$ cat src/rtl/surfboard_pkg.sv
// Shared types and helpers for the surfboard matrix-multiply unit.
package surfboard_pkg;

    typedef enum logic [1:0] {
        IDLE    = 2'd0,
        COMPUTE = 2'd1,
        DONE    = 2'd2
    } state_t;

    function automatic int idx(input int row, input int col, input int n);
        return row * n + col;
    endfunction

endpackage

$ cat src/rtl/surfboard_mac.sv
// Single multiply-accumulate lane: extends both operands to OW bits, multiplies,
// adds the accumulator, all modulo 2^OW.
module surfboard_mac #(
    parameter int W      = 4,
    parameter int OW     = 9,
    parameter int SIGNED = 1
) (
    input  logic [W-1:0]  a_i,
    input  logic [W-1:0]  b_i,
    input  logic [OW-1:0] acc_i,
    output logic [OW-1:0] sum_o
);

    logic [OW-1:0] a_ext_s;
    logic [OW-1:0] b_ext_s;
    logic [OW-1:0] prod_s;

    generate
        if (SIGNED != 0) begin : g_sext
            assign a_ext_s = OW'($signed(a_i));
            assign b_ext_s = OW'($signed(b_i));
        end else begin : g_zext
            assign a_ext_s = OW'(a_i);
            assign b_ext_s = OW'(b_i);
        end
    endgenerate

    // Only the low OW bits of the product matter, so signedness is irrelevant here.
    assign prod_s = a_ext_s * b_ext_s;
    assign sum_o  = acc_i + prod_s;

endmodule

$ cat src/rtl/surfboard_mmu.sv
// Sequential N x N matrix multiply (optionally accumulating onto the previous C),
// one MAC per cycle, with valid/ready handshakes on both sides.
module surfboard_mmu
    import surfboard_pkg::*;
#(
    parameter int N      = 2,
    parameter int W      = 4,
    parameter int SIGNED = 1,
    parameter int OW     = 2*W + $clog2(N)
) (
    input  logic                     clk,
    input  logic                     rst_n,
    input  logic                     in_valid,
    output logic                     in_ready,
    input  logic                     acc_en,
    input  logic [0:N*N-1][W-1:0]    a,
    input  logic [0:N*N-1][W-1:0]    b,
    output logic                     out_valid,
    input  logic                     out_ready,
    output logic [0:N*N-1][OW-1:0]   c,
    output logic                     busy
);

    localparam int             IW   = $clog2(N);
    localparam int             CW   = $clog2(N*N);
    localparam logic [IW-1:0]  LAST = IW'(N-1);

    state_t                   state_q, state_d;
    logic [IW-1:0]            i_q, i_d, j_q, j_d, k_q, k_d;
    logic [0:N*N-1][W-1:0]    a_q, a_d, b_q, b_d;
    logic                     acc_q, acc_d;
    logic [0:N*N-1][OW-1:0]   c_q, c_d;
    logic                     in_ready_q, in_ready_d;
    logic                     out_valid_q, out_valid_d;
    logic                     busy_q, busy_d;

    logic [CW-1:0]            c_sel_s, a_sel_s, b_sel_s;
    logic [OW-1:0]            addend_s, sum_s;

    assign c_sel_s = CW'(idx(int'(i_q), int'(j_q), N));
    assign a_sel_s = CW'(idx(int'(i_q), int'(k_q), N));
    assign b_sel_s = CW'(idx(int'(k_q), int'(j_q), N));

    // A fresh (non-accumulating) product starts each element from zero on its first term.
    assign addend_s = ((k_q == {IW{1'b0}}) && !acc_q) ? {OW{1'b0}} : c_q[c_sel_s];

    surfboard_mac #(
        .W      (W),
        .OW     (OW),
        .SIGNED (SIGNED)
    ) u_mac (
        .a_i   (a_q[a_sel_s]),
        .b_i   (b_q[b_sel_s]),
        .acc_i (addend_s),
        .sum_o (sum_s)
    );

    // Next-state, index walk, operand capture and C update.
    always_comb begin
        state_d = state_q;
        i_d     = i_q;
        j_d     = j_q;
        k_d     = k_q;
        a_d     = a_q;
        b_d     = b_q;
        acc_d   = acc_q;
        c_d     = c_q;
        case (state_q)
            IDLE: begin
                if (in_valid) begin
                    a_d     = a;
                    b_d     = b;
                    acc_d   = acc_en;
                    i_d     = {IW{1'b0}};
                    j_d     = {IW{1'b0}};
                    k_d     = {IW{1'b0}};
                    state_d = COMPUTE;
                    if (!acc_en) begin
                        c_d = {(N*N*OW){1'b0}};
                    end else begin
                        c_d = c_q;
                    end
                end else begin
                    state_d = IDLE;
                end
            end
            COMPUTE: begin
                c_d[c_sel_s] = sum_s;
                if (k_q == LAST) begin
                    k_d = {IW{1'b0}};
                    if (j_q == LAST) begin
                        j_d = {IW{1'b0}};
                        if (i_q == LAST) begin
                            i_d     = {IW{1'b0}};
                            state_d = DONE;
                        end else begin
                            i_d = i_q + IW'(1);
                        end
                    end else begin
                        j_d = j_q + IW'(1);
                    end
                end else begin
                    k_d = k_q + IW'(1);
                end
            end
            DONE: begin
                if (out_ready) begin
                    state_d = IDLE;
                end else begin
                    state_d = DONE;
                end
            end
            default: begin
                state_d = IDLE;
            end
        endcase
        in_ready_d  = (state_d == IDLE);
        out_valid_d = (state_d == DONE);
        busy_d      = (state_d == COMPUTE);
    end

    // State, datapath and registered status outputs.
    always_ff @(posedge clk or negedge rst_n) begin
        if (!rst_n) begin
            state_q     <= IDLE;
            i_q         <= {IW{1'b0}};
            j_q         <= {IW{1'b0}};
            k_q         <= {IW{1'b0}};
            a_q         <= {(N*N*W){1'b0}};
            b_q         <= {(N*N*W){1'b0}};
            acc_q       <= 1'b0;
            c_q         <= {(N*N*OW){1'b0}};
            in_ready_q  <= 1'b1;
            out_valid_q <= 1'b0;
            busy_q      <= 1'b0;
        end else begin
            state_q     <= state_d;
            i_q         <= i_d;
            j_q         <= j_d;
            k_q         <= k_d;
            a_q         <= a_d;
            b_q         <= b_d;
            acc_q       <= acc_d;
            c_q         <= c_d;
            in_ready_q  <= in_ready_d;
            out_valid_q <= out_valid_d;
            busy_q      <= busy_d;
        end
    end

    assign in_ready  = in_ready_q;
    assign out_valid = out_valid_q;
    assign busy      = busy_q;
    assign c         = c_q;

endmodule

$ cat config.mk
export PLATFORM = sky130hd
export DESIGN_NAME = surfboard_mmu
export DESIGN_NICKNAME = d
export VERILOG_FILES = /design/src/rtl/surfboard_pkg.sv /design/src/rtl/surfboard_mac.sv /design/src/rtl/surfboard_mmu.sv
export SDC_FILE = /design/constraint.sdc
export NUM_CORES = 1
export LEC_CHECK = 0
export CORE_ASPECT_RATIO = 0.8
export CORE_MARGIN = 4
export CORE_UTILIZATION = 30
export DETAILED_ROUTE_END_ITERATION = 6
export MAX_ROUTING_LAYER = met4
export PLACE_DENSITY = 0.62
export SYNTH_ARGS = -nofsm -noshare
export SYNTH_HDL_FRONTEND = slang
export SYNTH_SLANG_ARGS = --single-unit
$ cat constraint.sdc
create_clock -name clk -period 5 [get_ports clk]
set_clock_uncertainty 0.05 [all_clocks]
set_input_delay 0.75 -clock clk [delete_from_list [all_inputs] [get_ports clk]]
set_output_delay 0.75 -clock clk [all_outputs]
set_load 0.1 [all_outputs]
==> results.json, run 1 <==
{
  "dr_total_vias": 3189,
  "die_w_um": 142,
  "dp_cells": 591,
  "critPathBufInv": 2,
  "std_cell_rows": 38,
  "h-tree-depth": 3,
  "status": "finished clean",
  "clock-sinks": 77,
  "rsz0062_at_grt": "true",
  "grt.overflow.total": 0,
  "yosysSeqAreaShare_pct": 44.6,
  "whs_ns": 0.452,
  "fmax_ghz": 0.204,
  "die-area_um2": 16400,
  "grt_pass1_vias": 3498,
  "drtIter0Drc": 197,
  "clock_path_buffers": 2,
  "slowest_delay_ns": 0.52,
  "maxSlewHeadroom_pct": 29.4,
  "cts_hold_buffers": 0,
  "io_pins": 76,
  "synth_common_cells": "dfrtp_1 (76), a22o_1 (34), mux2_2 (34)",
  "synth.most_common_cell": "dfrtp_1",
  "tritoncts": "built",
  "crit_fanout": 4,
  "crit_type": "reg -> reg",
  "synth_seq_cells": 77,
  "antenna_cells": 0,
  "first_pass_iters": 4,
  "synth_top_area_cell": "dfrtp_1",
  "antenna_left": 0,
  "cts_made_buffers": 9,
  "clkTransAtPathRegs_ns": 0.06,
  "syn_avg_cell_area_um2": 12.8,
  "worst_skew_pair.late_latency_ns": 0.33,
  "tightestPinTransition_ns": 1.06,
  "async_flop_share_pct": 100,
  "grt_first_pass_wirelength_um": 18000,
  "cts_root_buf": "clkbuf_16",
  "gp_congestion": 0.833,
  "dieHeight_um": 115,
  "finalNonFillerCells": 609,
  "port_buffers": 75,
  "critPathMostFrequentCell": "fa_1",
  "core-area_um2": 13800,
  "synthTopCellsByArea": "dfrtp_1 (44%), mux2_2 (8.8%), mux4_2 (8.3%)",
  "synth_edf_count": 0,
  "ys_types": 38,
  "ys.flop_type": "dfrtp_1",
  "drive_above_1_share_pct": 24.9,
  "wl_per_cell_um": 18.1,
  "cp_cell_sequence": "buf_6 -> mux4_2 -> nand2_2 -> fa_1 -> fa_1 -> fa_1 -> inv_1 -> ha_2 -> fa_2 -> a21o_1 -> a21oi_2 -> xnor3_2 -> ha_4 -> o21ai_2 -> nand2b_1 -> o31ai_4 -> xnor2_2 -> a22o_1",
  "hold_violations": 0,
  "yosys_warnings": 0,
  "grt_max_degree": 78,
  "hp-class": "reg -> reg",
  "via_per_inst": 5.24,
  "regToRegSetupSlack_ns": 0.09,
  "min_from": "b_q[12]",
  "crit_arrival_ns": 5.08,
  "wl_um": 11000,
  "start_util_pct": 31.3,
  "start_kind": "flip-flop",
  "cp-end-kind": "flip-flop",
  "drc": 0,
  "finalCritPeriodShare_pct": 98.1,
  "crit_required_ns": 5.17,
  "dpl.hpwl_um": 7950,
  "synth_cells": 338,
  "setup.worst_path.start": "k_q",
  "grt_antenna_before_repair": 0,
  "yosysTopAreaCellShare_pct": 43.9,
  "synth_nets": 405,
  "worstReg2RegStart": "k_q",
  "setup_viol": 0,
  "netlist_area_um2": 4330,
  "cp_top_family": "adder cells",
  "place_area_um2": 5360,
  "grtUsageTotal_pct": 14.4,
  "design_area_um2": 5770,
  "area_delta_synth_final_pct": 33.3,
  "maxCapViolCount": 0,
  "crit_slowest_cell": "mux4_2",
  "period_needed_ns": 4.91,
  "slew_viol_final": 0,
  "final_nets": 491
}
-- worst register-to-register path, stage by stage, from the launching register on --
cell and delay, ns:
dfrtp_1 0.43, buf_6 0.14, mux4_2 0.52, nand2_2 0.09, fa_1 0.44, fa_1 0.49, fa_1 0.49, inv_1 0.04
ha_2 0.19, fa_2 0.37, a21o_1 0.17, a21oi_2 0.12, xnor3_2 0.29, ha_4 0.29, o21ai_2 0.05, nand2b_1 0.11
o31ai_4 0.09, xnor2_2 0.18, a22o_1 0.25
-- cell type report --
type | instances | area (µm²)
Clock buffer | 11 | 253
Fill cell | 1248 | 8070
Timing Repair Buffer | 95 | 906
Clock inverter | 5 | 82.6
Tap cell | 180 | 225
Sequential cell | 77 | 1930
Inverter | 9 | 33.8
Multi-Input combinational cell | 232 | 2340
-- placed cells by master, fill, tap and decap left out, types with 3 or more instances in the layout --
master,netlist,layout
dfrtp_1,76,75
nand4_1,4,4
nand2_1,8,6
mux2_2,34,34
mux4_2,16,16
and2_1,10,10
nand2_2,1,3
nand3_1,5,5
a21o_1,8,8
inv_1,9,9
nand2b_1,6,5
nor2_1,8,8
clkinvlp_4,0,3
ha_1,20,18
nor2b_1,10,10
a211o_1,5,5
fa_1,10,9
a22o_1,34,34
xnor2_1,9,8
buf_4,0,19
clkdlybuf4s50_1,0,74
xor2_1,3,3
o21bai_1,3,3
clkbuf_16,0,9
a21oi_1,17,16
-- layer usage --
metal / routed length, µm / GRT usage [%] / up-vias
met4: 201 / 4.54 / 0
met1: 4970 / 18.5 / 1639
met5: 0 / - / -
met2: 5320 / 23.1 / 99
met3: 538 / 3.01 / 18
li1: - / - / 1433
-- kinds of logic (layout without fill, tap and decap cells) --
family                     after synthesis  after routing  synth area share [%]
AOI/OAI and AO/OA                       74             74                  12.9
and+or+nand+nor                         63             63                  8.30
xor gates and xnor gates                13             13                  2.95
adders and majority gates               30             30                  10.4
DFF                                     77             77                  44.6
buffers and inverters                   29            120                  2.86
muxes                                   52             52                  18.0
-- metrics by stage --
| stage | util [%] | setup slack (ns) | TNS, ns |
|---|---|---|---|
| 5_1_grt | 41.7 | -0.0872 | -0.324 |
| 3_5_place_dp | 38.8 | -0.0982 | -0.383 |
| 2_1_floorplan | - | 0.0222 | 0 |
| 6_report | 41.7 | 0.0934 | 0 |
| 3_3_place_gp | 38.8 | 0.0141 | 0 |
| 4_1_cts | 41.3 | 0.0389 | 0 |
-- path summary, 6_finish.rpt --
path                                end  cells past startpoint
worst max-delay path               c[8]                     18
worst min-delay path            b_q[12]                      1
worst max register to register     c[8]                     18
worst min register to register  b_q[12]                      1
max in group asynchronous           j_q                      1
min in group asynchronous         c[25]                      1
-- repair_timing --
| item | CTS | global route |
|---|---|---|
| resized for setup | 3 | 13 |
| setup buffers | 1 | 1 |
| hold endpoints to repair | 0 | 0 |
| endpoints found under the setup margin | 12 | 12 |
| pin swaps | 2 | 12 |
-- sequential cells by signal (all words and copies together), names as in the netlist --
name / flops
c: 36
k_q: 1
b_q: 16
state_q: 2
in_ready: 1
out_valid: 1
a_q: 16
acc_q: 1
busy: 1
j_q: 1
i_q: 1
Power of run 1 is left out: the tool's default activity adds up to more than one toggle a clock period on the data nets, which glitch-free logic cannot reach.
==> inputs of run 2 (changes only) <==
--- a/config.mk
+++ b/config.mk
@@ -9,6 +9,7 @@
 export CORE_MARGIN = 4
 export CORE_UTILIZATION = 30
 export DETAILED_ROUTE_END_ITERATION = 6
+export HOLD_SLACK_MARGIN = 0.06
 export MAX_ROUTING_LAYER = met4
 export PLACE_DENSITY = 0.62
 export SYNTH_ARGS = -nofsm -noshare
==> results of run 2 <==
No change in the layout: final DEF, timing and power equal those of run 1.
Power of run 2 is left out for the same reason.
